===== src/rtl/mc_ctrl.sv =====
// Multi-cycle main controller: FETCH/DECODE/EXE/MEM/WB sequencing of IFU, regfile, ALU and data memory.
// Optional build macro MC_CTRL_ILLEGAL_TRAP_EN: unsupported instructions trap into HALT instead of running as NOPs.
module mc_ctrl #(
   parameter logic [2:0] RESET_STATE = 3'd0
) (
   input  logic       clk,
   input  logic       rst,
   input  logic [5:0] op,
   input  logic [5:0] funct,
   input  logic       zero,
   output logic       PCWr,
   output logic [1:0] nPC_sel,
   output logic       j_sel,
   output logic       IRWr,
   output logic       RegWr,
   output logic [1:0] RegDst,
   output logic [1:0] MemToReg,
   output logic       ALUSrc,
   output logic [1:0] ALUOp,
   output logic       ExtOp,
   output logic       MemWr,
   output logic       instr_done,
   output logic       halted
);

   typedef enum logic [2:0] {
      S_FETCH  = 3'd0,
      S_DECODE = 3'd1,
      S_EXE    = 3'd2,
      S_MEM    = 3'd3,
      S_WB     = 3'd4,
      S_HALT   = 3'd5
   } state_t;

   typedef struct packed {
      logic       pcwr;
      logic [1:0] npc_sel;
      logic       j_sel;
      logic       irwr;
      logic       regwr;
      logic [1:0] regdst;
      logic [1:0] memtoreg;
      logic       alusrc;
      logic [1:0] aluop;
      logic       extop;
      logic       memwr;
      logic       done;
      logic       halted;
   } ctrl_t;

   state_t r_state;
   state_t w_next;
   ctrl_t  w_ctl;
   ctrl_t  w_out;

   logic w_rtype, w_addu, w_subu, w_jr, w_ori, w_lui, w_lw, w_sw, w_beq, w_j, w_jal;
   logic w_legal;
   logic [1:0] w_aluop;
   logic       w_alusrc, w_extop;

   assign w_rtype = (op == 6'b000000);
   assign w_addu  = w_rtype && (funct == 6'b100001);
   assign w_subu  = w_rtype && (funct == 6'b100011);
   assign w_jr    = w_rtype && (funct == 6'b001000);
   assign w_ori   = (op == 6'b001101);
   assign w_lui   = (op == 6'b001111);
   assign w_lw    = (op == 6'b100011);
   assign w_sw    = (op == 6'b101011);
   assign w_beq   = (op == 6'b000100);
   assign w_j     = (op == 6'b000010);
   assign w_jal   = (op == 6'b000011);
   assign w_legal = w_addu | w_subu | w_jr | w_ori | w_lui | w_lw | w_sw | w_beq | w_j | w_jal;

   // ALU controls of the current instruction; driven in EXE and held again in WB.
   always_comb begin
      w_aluop  = 2'b00;
      w_alusrc = 1'b0;
      w_extop  = 1'b0;
      if (w_subu) begin
         w_aluop = 2'b01;
      end else if (w_ori) begin
         w_aluop  = 2'b10;
         w_alusrc = 1'b1;
      end else if (w_lui) begin
         w_aluop  = 2'b11;
         w_alusrc = 1'b1;
      end else if (w_lw || w_sw) begin
         w_alusrc = 1'b1;
         w_extop  = 1'b1;
      end else if (w_beq) begin
         w_aluop = 2'b01;
         w_extop = 1'b1;
      end
   end

   // NOTE: state flops use non-blocking assignment; the async reset lands on FETCH without waiting for clk.
   always_ff @(posedge clk or posedge rst) begin
      if (rst) r_state <= state_t'(RESET_STATE);
      else     r_state <= w_next;
   end

   // NOTE: every output and the next state get a default first, so no path through the case infers a latch.
   always_comb begin
      w_next = r_state;
      w_ctl  = '0;
      unique case (r_state)
         S_FETCH: begin
            w_ctl.irwr = 1'b1;
            w_next     = S_DECODE;
         end
         S_DECODE: begin
            if (w_j || w_jal) begin
               w_ctl.pcwr  = 1'b1;
               w_ctl.j_sel = 1'b1;
               w_ctl.done  = 1'b1;
               if (w_jal) begin
                  w_ctl.regwr    = 1'b1;
                  w_ctl.regdst   = 2'b10;
                  w_ctl.memtoreg = 2'b10;
               end
               w_next = S_FETCH;
            end else if (w_jr) begin
               w_ctl.pcwr    = 1'b1;
               w_ctl.npc_sel = 2'b11;
               w_ctl.done    = 1'b1;
               w_next        = S_FETCH;
            end else if (!w_legal) begin
`ifdef MC_CTRL_ILLEGAL_TRAP_EN
               w_next = S_HALT;
`else
               w_ctl.pcwr = 1'b1;
               w_ctl.done = 1'b1;
               w_next     = S_FETCH;
`endif
            end else begin
               w_next = S_EXE;
            end
         end
         S_EXE: begin
            w_ctl.aluop  = w_aluop;
            w_ctl.alusrc = w_alusrc;
            w_ctl.extop  = w_extop;
            if (w_beq) begin
               w_ctl.pcwr    = 1'b1;
               w_ctl.npc_sel = zero ? 2'b01 : 2'b00;
               w_ctl.done    = 1'b1;
               w_next        = S_FETCH;
            end else if (w_lw || w_sw) begin
               w_next = S_MEM;
            end else begin
               w_next = S_WB;
            end
         end
         S_MEM: begin
            if (w_sw) begin
               w_ctl.memwr = 1'b1;
               w_ctl.pcwr  = 1'b1;
               w_ctl.done  = 1'b1;
               w_next      = S_FETCH;
            end else if (w_lw) begin
               w_next = S_WB;
            end else begin
               w_next = S_FETCH;
            end
         end
         S_WB: begin
            w_ctl.regwr    = 1'b1;
            w_ctl.pcwr     = 1'b1;
            w_ctl.done     = 1'b1;
            w_ctl.aluop    = w_aluop;
            w_ctl.alusrc   = w_alusrc;
            w_ctl.extop    = w_extop;
            w_ctl.regdst   = w_rtype ? 2'b01 : 2'b00;
            w_ctl.memtoreg = w_lw ? 2'b01 : 2'b00;
            w_next         = S_FETCH;
         end
         S_HALT: begin
`ifdef MC_CTRL_ILLEGAL_TRAP_EN
            w_ctl.halted = 1'b1;
            w_next       = S_HALT;
`else
            w_next = S_FETCH;
`endif
         end
         default: w_next = S_FETCH;
      endcase
   end

   // Reset silences every strobe immediately, independent of the state register.
   assign w_out = rst ? '0 : w_ctl;

   assign PCWr       = w_out.pcwr;
   assign nPC_sel    = w_out.npc_sel;
   assign j_sel      = w_out.j_sel;
   assign IRWr       = w_out.irwr;
   assign RegWr      = w_out.regwr;
   assign RegDst     = w_out.regdst;
   assign MemToReg   = w_out.memtoreg;
   assign ALUSrc     = w_out.alusrc;
   assign ALUOp      = w_out.aluop;
   assign ExtOp      = w_out.extop;
   assign MemWr      = w_out.memwr;
   assign instr_done = w_out.done;
   assign halted     = w_out.halted;

endmodule

===== config.mk =====
export PLATFORM = sky130hd
export DESIGN_NAME = mc_ctrl
export DESIGN_NICKNAME = d
export VERILOG_FILES = /design/src/rtl/mc_ctrl.sv
export SDC_FILE = /design/constraint.sdc
export NUM_CORES = 1
export LEC_CHECK = 0
export ABC_CLOCK_PERIOD_IN_PS = 6900
export CAP_MARGIN = 20
export CORE_UTILIZATION = 39
export DETAILED_ROUTE_END_ITERATION = 8
export GPL_TIMING_DRIVEN = 0
export HOLD_SLACK_MARGIN = 0.05
export PLACE_DENSITY = 0.86
export SLEW_MARGIN = 20
export SYNTH_ARGS = -nofsm -noshare
export SYNTH_HDL_FRONTEND = slang
export SYNTH_SLANG_ARGS = --single-unit
export TNS_END_PERCENT = 1

===== constraint.sdc =====
create_clock -name clk -period 6.9 [get_ports clk]
set_input_delay 1.38 -clock clk [delete_from_list [all_inputs] [get_ports clk]]
set_output_delay 1.38 -clock clk [all_outputs]
set_load 0.02 [all_outputs]

==> summary.txt <==
================================================================================
Peak supply drop ..................................................       126 uV
Count of synthesis-stage warnings from yosys ......................            0
Number of antenna diodes ..........................................            0
Clock net sink count ..............................................            3
Routed via count divided by cell count ............................         5.79
Setup violation total in the final timing report ..................            0
Total global routing track utilization ............................        22.3%
Seq cells post-synth ..............................................            3
Worst-Skew Late Latency ...........................................      0.23 ns
Footprint of the multi-input gates ................................     394 um^2
Synthesized netlist cell count ....................................           74
Nets ..............................................................          123
Starting density of the core ......................................        44.6%
Die area ..........................................................    1510 um^2
Combined flip-flop and latch cell area ............................    75.1 um^2
GRT met2 Usage ....................................................        37.1%
Clock transition at the registers of the reported paths ...........      0.03 ns
Final number of max-transition violations .........................            0
Std-Cell Core Area ................................................    1190 um^2
Fraction of synthesized cell area taken by the top area cell type .        14.2%
Worst hold path startpoint ........................................   r_state[0]
Area delta synth->final ...........................................        63.1%
Share of the yosys chip area belonging to registers ...............        14.2%
Routed wire length ................................................      1520 um
Destination of the worst register-to-register timing path .........   r_state[1]
Met1 routing resource usage after global routing ..................        30.9%
Endpoint, Worst Hold ..............................................   r_state[0]
Via count of the first global-routing pass ........................          519
Switching fraction of total power .................................        40.4%
Final Skew ........................................................   0.00386 ns
Period Utilization, post-route ....................................        78.7%
Clock root cell ................................................... sky130_fd_sc_hd__clkbuf_4
Total clock buffers created by CTS ................................            3
Share of total power in sequential cells ..........................        20.2%
Max-Cap Viols .....................................................            0
Filler cell count in the final layout .............................          108
# IOs .............................................................           32
Remaining global-route overflow ...................................            0
Maximum fanout encountered on the critical timing path ............            8
Proportion of layout cells with a drive suffix above 1 ............        13.1%
Power density normalized to cell area .............................  147 nW/um^2
Chip Width ........................................................      38.8 um
First-pass GRT wire length ........................................      2350 um
Height of the chip ................................................      38.8 um
Max Fclk ..........................................................      184 MHz
Run status ........................................................ finished, final reports clean
Synth area leaders ................................................ sky130_fd_sc_hd__dfrtp_1 14%, sky130_fd_sc_hd__a211o_1 5.0%, sky130_fd_sc_hd__a21oi_1 4.7%, sky130_fd_sc_hd__nor4_1 4.7%, sky130_fd_sc_hd__or3_1 4.7%
Switching power summed over all nets ..............................    0.0514 mW
Number of nets produced by synthesis ..............................           89
Resize count post-CTS .............................................            0
Combinational fraction of design power ............................        55.9%
Internal power of the cells .......................................    0.0758 mW
Slew headroom .....................................................        48.2%
Min Tclk post-route ...............................................      5.43 ns
Most used cells in the layout excluding fill and tap cells ........ 29 x sky130_fd_sc_hd__clkdlybuf4s50_1, 6 x sky130_fd_sc_hd__nor2_1, 6 x sky130_fd_sc_hd__nand2_1
Worst reg2reg path startpoint .....................................   r_state[1]
Number of remaining DRC errors ....................................            0
Hold-critical path depth ..........................................            2
Most Used Layer, Global Route .....................................         met2
Postcts setup bufs ................................................            0
Detailed placement HPWL ...........................................      1180 um
Cell Area, Synth ..................................................     529 um^2
Number of hold violations in the final report .....................            0
Hold-fix buffer count after cts ...................................            0
Number of antenna violations at the first check in global routing .            0
Initial DRC count .................................................           25
Total Power .......................................................     0.127 mW
Bufs on Longest Clock Path ........................................            2
Clock power share .................................................        23.9%
Met3 Usage GRT ....................................................        5.20%
Number of H-tree levels ...........................................            1
CP startpoint kind ................................................   input port
Number of different library cells in the post-synthesis netlist ...           35
Placer Congestion .................................................        0.873
Total Neg Setup Slack .............................................         0 ns
Tightest Pin Transition ...........................................     0.770 ns
Register with the most flip-flops .................................      r_state
Data required time at the worst endpoint ..........................      5.52 ns
Register-to-register setup slack ..................................      5.53 ns
Category of the most critical setup path .......................... input port to output port
Data arrival time of the critical path ............................      4.05 ns
Top Registers .....................................................   r_state x3
Largest area contributor in the netlist ........................... sky130_fd_sc_hd__dfrtp_1
CTS tree ..........................................................         done
Endpoint class of the critical path ...............................  output port
Core Rows .........................................................           12
Maximum number of pins on one net before global-route repair ......           11
Mean post-synth cell area .........................................    7.15 um^2
Wire length per cell after detailed routing .......................      12.5 um
Worst Hold Class .................................................. flop to flop
Max FFs per register ..............................................            3
RSZ-0062 raised after global routing ..............................        false
Leading cell type in the layout, fill and taps excluded ........... sky130_fd_sc_hd__clkdlybuf4s50_1
1st-pass router iterations ........................................            4
Worst Reg2Reg Path Length in Cells ................................            4
Static leakage ....................................................     0.320 nW
Input/output buffers ..............................................           29
Number of antenna-violating nets in the routed design .............            0
Via Count .........................................................          701
================================================================================
[kinds of logic after synthesis]
kind of cell    after synthesis  synth area share (%)
flops                         3                  14.2
xor+xnor                      1                  1.66
simple gates                 43                  51.1
compound gates               15                  21.0
other cells                   1                 0.709
buf+inv                      11                  11.3
[per-layer routing]
layer | share of wire [%] | vias up
met5 | 0 | -
met4 | 0 | 0
met3 | 8.1 | 0
met2 | 49 | 46
met1 | 43 | 309
li1 | - | 346
[synth_stat cells, drive strengths merged]
| cell type | instances |
|---|---|
| a211o | 3 |
| a21oi | 6 |
| a221oi | 2 |
| a31oi | 1 |
| a32oi | 1 |
| and4b | 2 |
| buf | 4 |
| clkbuf | 2 |
| conb | 1 |
| dfrtp | 3 |
| inv | 5 |
| nand2 | 6 |
| nand2b | 1 |
| nand3 | 3 |
| nand3b | 2 |
| nand4b | 1 |
| nor2 | 6 |
| nor2b | 2 |
| nor3 | 2 |
| nor4 | 4 |
| nor4b | 1 |
| nor4bb | 1 |
| o32a | 1 |
| o32ai | 1 |
| or2 | 3 |
| or2b | 1 |
| or3 | 5 |
| or4 | 2 |
| or4b | 1 |
| xor2 | 1 |
[per-stage QoR]
step	hold WS, ns	setup WS (ns)	util [%]	cell area [um^2]	std cells
2_1_floorplan	0.598	2.32	-	529	74
3_3_place_gp	0.649	1.51	70.6	837	117
3_5_place_dp	0.642	1.49	70.6	837	117
4_1_cts	0.688	1.48	72.8	863	121
5_1_grt	0.732	1.33	72.8	863	121
6_report	0.698	1.47	72.8	863	121
[cell type report]
| cell class | instances | share of cell area [%] |
|---|---|---|
| buffer | 6 | 4.78 |
| clock buffer | 4 | 3.04 |
| inverter | 5 | 2.17 |
| multi-input combinational | 60 | 45.7 |
| sequential | 3 | 8.70 |
| tap | 14 | 2.03 |
| timing repair buffer | 29 | 33.6 |
[power by group through the flow]
stage / clock, mW / sequential (mW) / combinational, mW
after CTS: 0.0319 / 0.0254 / 0.0707
after global placement: 0 / 0.0251 / 0.0688
after global routing: 0.0327 / 0.0261 / 0.0783
final: 0.0304 / 0.0257 / 0.0712
after detailed placement: 0 / 0.0250 / 0.0699
after floorplan: 0 / 0.0243 / 0.0432
[worst max-delay path: stages]
cell and delay [ns]:
sky130_fd_sc_hd__clkdlybuf4s50_1 0.60, sky130_fd_sc_hd__or2b_1 0.30, sky130_fd_sc_hd__or2_1 0.31, sky130_fd_sc_hd__o32a_1 0.35
sky130_fd_sc_hd__a221oi_1 0.36, sky130_fd_sc_hd__buf_4 0.17, sky130_fd_sc_hd__clkdlybuf4s50_1 0.59
[worst max path at each step]
stage,slack (ns),cells after the start,startpoint,endpoint
after floorplan,2.32,6,op[3],instr_done
after global routing,1.33,7,op[0],instr_done
after global placement,1.51,7,op[0],instr_done
after CTS,1.48,7,op[0],instr_done
final,1.47,7,op[0],instr_done
after detailed placement,1.49,7,op[0],instr_done
No activity file was read; power rests on OpenSTA's default activity.
